$ cat src/rtl/nested_loop_counter.sv
// nested_loop_counter: NUM_LEVELS chained wrap-at-max counters, level 0 innermost.
// Config handshake loads per-level maxima; inc steps the nest in RUN.
module nested_loop_counter #(
  parameter int NUM_LEVELS = 3,
  parameter int BIT_WIDTH  = 5
) (
  input  logic                             clk,
  input  logic                             rst,
  input  logic                             cfg_valid,
  output logic                             cfg_ready,
  input  logic [NUM_LEVELS*BIT_WIDTH-1:0]  cfg_max,
  input  logic                             cfg_wrap,
  input  logic                             inc,
  input  logic                             abort,
  output logic [NUM_LEVELS*BIT_WIDTH-1:0]  count,
  output logic [NUM_LEVELS-1:0]            last,
  output logic [NUM_LEVELS-1:0]            carry,
  output logic                             busy,
  output logic                             done
);

  typedef enum logic [1:0] {
    IDLE = 2'd0,
    RUN  = 2'd1,
    DONE = 2'd2
  } state_t;

  state_t state_q, state_d;

  logic [NUM_LEVELS-1:0][BIT_WIDTH-1:0] cnt_q, cnt_d;
  logic [NUM_LEVELS-1:0][BIT_WIDTH-1:0] max_q;
  logic wrap_q;
  logic done_q, done_d;
  logic cfg_acc, step;
  logic acc, cin;

  assign cfg_ready = (state_q == IDLE) || (state_q == DONE);
  assign busy      = (state_q == RUN);
  assign cfg_acc   = cfg_valid && cfg_ready;
  assign step      = busy && inc && !abort;
  assign count     = cnt_q;
  assign done      = done_q;

  // carry[i] is the prefix-AND of last[0..i] qualified by an accepted inc
  always_comb begin
    last  = '0;
    carry = '0;
    acc   = step;
    for (int i = 0; i < NUM_LEVELS; i++) begin
      last[i]  = (cnt_q[i] == max_q[i]);
      acc      = acc && last[i];
      carry[i] = acc;
    end
  end

  always_comb begin
    state_d = state_q;
    cnt_d   = cnt_q;
    done_d  = 1'b0;
    cin     = 1'b1;
    if (abort) begin
      state_d = IDLE;
      cnt_d   = '0;
    end else if (cfg_acc) begin
      state_d = RUN;
      cnt_d   = '0;
    end else if (step) begin
      if (carry[NUM_LEVELS-1]) begin
        done_d = 1'b1;
        if (wrap_q) cnt_d = '0;
        else state_d = DONE;
      end else begin
        for (int i = 0; i < NUM_LEVELS; i++) begin
          if (cin) begin
            if (last[i]) cnt_d[i] = '0;
            else cnt_d[i] = cnt_q[i] + BIT_WIDTH'(1);
          end
          cin = cin && last[i];
        end
      end
    end
  end

  always_ff @(posedge clk or posedge rst) begin
    if (rst) begin
      state_q <= IDLE;
      cnt_q   <= '0;
      max_q   <= '0;
      wrap_q  <= 1'b0;
      done_q  <= 1'b0;
    end else begin
      state_q <= state_d;
      cnt_q   <= cnt_d;
      done_q  <= done_d;
      if (!abort && cfg_acc) begin
        max_q  <= cfg_max;
        wrap_q <= cfg_wrap;
      end
    end
  end

endmodule

$ cat config.mk
export PLATFORM = sky130hd
export DESIGN_NAME = nested_loop_counter
export DESIGN_NICKNAME = d
export VERILOG_FILES = /design/src/rtl/nested_loop_counter.sv
export SDC_FILE = /design/constraint.sdc
export NUM_CORES = 1
export LEC_CHECK = 0
export ABC_AREA = 1
export BUFFER_PORTS_ARGS = -buffer_cell sky130_fd_sc_hd__buf_2
export CAP_MARGIN = 30
export CORE_MARGIN = 8
export CORE_UTILIZATION = 40
export CTS_CLUSTER_DIAMETER = 100
export DETAILED_ROUTE_END_ITERATION = 10
export GPL_TIMING_DRIVEN = 0
export PLACE_DENSITY_LB_ADDON = 0.25
export SLEW_MARGIN = 20
export SYNTH_ARGS = -nofsm -noshare
export SYNTH_HDL_FRONTEND = slang
export SYNTH_SLANG_ARGS = --single-unit
$ cat constraint.sdc
create_clock -name clk -period 2.6 [get_ports clk]
set_input_delay 0.39 -clock clk [delete_from_list [all_inputs] [get_ports clk]]
set_output_delay 0.39 -clock clk [all_outputs]
set_load 0.005 [all_outputs]
==> flow_summary.yaml <==
status:
  status: "complete, no violations"
grt:
  grt_pass1_vias: 1715
  top_usage_layer: "met2"
  grtUsageMet1_pct: 15.7
  grt_usage_pct: 13.3
  antenna_found_initial: 0
  grt_max_degree: 35
  met2_usage_pct: 22.3
  grt_pass1_wl_um: 7870
  grtUsageMet3_pct: 4.49
  grt_overflow: 0
clock_tree:
  cts_made_buffers: 5
  clk_transition_reported_paths_ns: 0.07
  postCtsSetupRepairBufs: 0
  clk-insertion-delay-late_ns: 0.29
  cts_tree: "done"
  cts.repair.resized: 0
  h-tree-depth: 2
  cts_root_buf: "clkbuf_8"
  cts_hold_buf: 0
  clkSinkCount: 34
  cts.path.max_buffers: 2
timing:
  min_period_ns: 2.30
  fin_crit_sh_pct: 88.4
  relSlewSlack_pct: 52.2
  tightest_slew_ns: 0.716
  finalSetupTns_ns: 0
  hold_viol_final: 0
  fin_worst_skew_ns: 0.00749
  fmax_mhz: 435
  finalSetupViolations: 0
  rsz0062_at_grt: "no"
  maxSlewViolCount: 0
critical_path:
  reg2reg_depth: 7
  worst_path_max_delay_cell: "dfrtp_1"
  cpPeakStageDelay_ns: 0.45
  worst_ep_arrival_time_ns: 1.91
  worstPathRequired_ns: 2.21
  rr_startpoint: "count[5]"
  crit_type: "reg -> out"
  path_buf_inv: 3
  worstPathMaxFanout: 7
  reg2reg_slack_ns: 0.82
  rr_endpoint: "count[12]"
  critPathCaptureType: "primary output"
  path_cells: "or2_1 -> a21oi_1 -> nand3_1 -> nor2_1 -> inv_1 -> nor3_1 -> buf_4 -> buf_2"
  critPathTopFamily: "simple AND/OR/NAND/NOR gates"
  critPathLaunchType: "flip-flop"
floorplan:
  std_cell_rows: 25
  io_pins: 45
  die_w_um: 85.9
  initial_core_util_pct: 41.4
  dieArea_mm2: 0.00738
  die_h_um: 85.9
  core_area_mm2: 0.00472
place:
  dp_hpwl_um: 3310
  dp_cells: 339
  portBuffers: 44
  gp_congestion: 0.818
final_layout:
  n_antenna_cell: 0
  stdcell_count: 347
  area_delta_synth_final_pct: 20.2
  ff_latch_area_um2: 851
  multi_input_area_um2: 983
  fin_nets: 303
  fill_cells: 479
  drive_gt1_share_pct: 30.4
power:
  p_clk_share_pct: 29.0
  peakVddDrop_uv: 370
  power.share.switching_pct: 31.2
  power.net_switching_uw: 432
  pwr-share-seq_pct: 47.6
  powerDensity_mw_per_mm2: 590
  power_leakage_nw: 1.25
  share_comb_of_total_power_pct: 23.4
  p_int_uw: 954
yosys:
  synth_flop_cell: "dfrtp_1"
  netlist_area_mm2: 0.00196
  syn_inst: 228
  postSynthAreaPerCell_um2: 8.58
  synth_top_area_cell: "dfrtp_1"
  synth_area_leaders: "dfrtp_1 44%, nand2_1 11%, mux2_2 5.8%"
  synth_nets: 252
  synth.cells.most_frequent: "57 x nand2_1, 34 x dfrtp_1, 22 x nor2_1"
  synth-edff-count: 0
  synth.distinct_cells: 29
  ys_warn_count: 0
  yosysSeqAreaShare_pct: 43.5
  yosysMostFrequentCell: "nand2_1"
  ys_seq_elements: 34
  ys_async_sr_fraction_pct: 100
  synth_top_area_share_pct: 43.5
detailed_routing:
  vias: 1633
  wl_per_cell_um: 12.8
  drc: 0
  dr.first_iter.drc_count: 109
  drt-total-wl_um: 4450
  detail-route-antenna-nets: 0
  dr.pass1.iters: 4
  avgViaCountPerCell: 4.71
hold_path:
  hold_path.class: "in -> async"
run:
  drv_cap: 0
layout make-up:
| class | instances | share of cell area [%] |
|---|---|---|
| Clock buffer | 7 | 3.67 |
| Clock inverter | 1 | 0.213 |
| Tap cell | 67 | 3.57 |
| Sequential cell | 34 | 36.2 |
| Multi-Input combinational cell | 165 | 41.8 |
| Timing Repair Buffer | 44 | 9.37 |
| Inverter | 24 | 3.83 |
| Buffer | 5 | 1.33 |
sequential cells by signal, summed over array words and instances, names as in the netlist:
signal   flops
count       15
state_q      2
max_q       15
done         1
wrap_q       1
cells by family after synthesis:
| logic type | Yosys count | synth area share, % |
|---|---|---|
| compound gates | 9 | 2.50 |
| mux | 10 | 5.76 |
| flops | 34 | 43.5 |
| xor+xnor | 17 | 7.61 |
| simple gates | 126 | 32.5 |
| buf+inv | 29 | 6.21 |
| fa+ha+maj | 3 | 1.92 |
cells in the final DEF, fill, tap and decap left out, drive strengths merged:
master   n
o21ai    1
buf     47
nor3     2
ha       3
nand4   17
and2     2
xor2     8
clkbuf   9
dfrtp   34
nand2   59
or2      1
a21oi    8
inv     24
mux2    10
and3     1
nand3   15
clkinv   1
nor2    29
xnor2    9
metal layers:
layer  vias up  wire [um]
li1        840          -
met5         -          0
met2        30       2100
met1       758       2070
met3         5        227
met4         0         48
power groups by stage:
stage               registers (mW)  clock network, mW  logic [mW]
floorplan                    0.659                  0       0.244
global placement             0.669                  0       0.322
detailed placement           0.670                  0       0.330
CTS                          0.660              0.416       0.331
global route                 0.670              0.442       0.373
finish                       0.660              0.403       0.324
stage by stage:
step | power (mW) | area, um^2 | hold WS [ns] | setup WS (ns) | util (%)
4_1_cts | 1.41 | 2350 | 0.251 | 0.282 | 49.8
3_3_place_gp | 0.991 | 2260 | 0.508 | 0.620 | 47.8
6_report | 1.39 | 2350 | 0.216 | 0.303 | 49.8
5_1_grt | 1.49 | 2350 | 0.277 | 0.0920 | 49.8
2_1_floorplan | 0.903 | 1960 | 0.494 | 0.893 | -
3_5_place_dp | 1.00 | 2260 | 0.515 | 0.605 | 47.8
worst max-delay path by stage:
| stage | startpoint | to | slack (ns) | cells past startpoint |
|---|---|---|---|---|
| floorplan | count[5] | carry[2] | 0.89 | 7 |
| global placement | count[5] | carry[2] | 0.62 | 8 |
| detailed placement | count[5] | carry[2] | 0.61 | 8 |
| CTS | count[5] | carry[2] | 0.28 | 8 |
| global route | count[5] | carry[2] | 0.09 | 8 |
| finish | count[5] | carry[2] | 0.30 | 8 |
(Power assumes the default switching activity.)
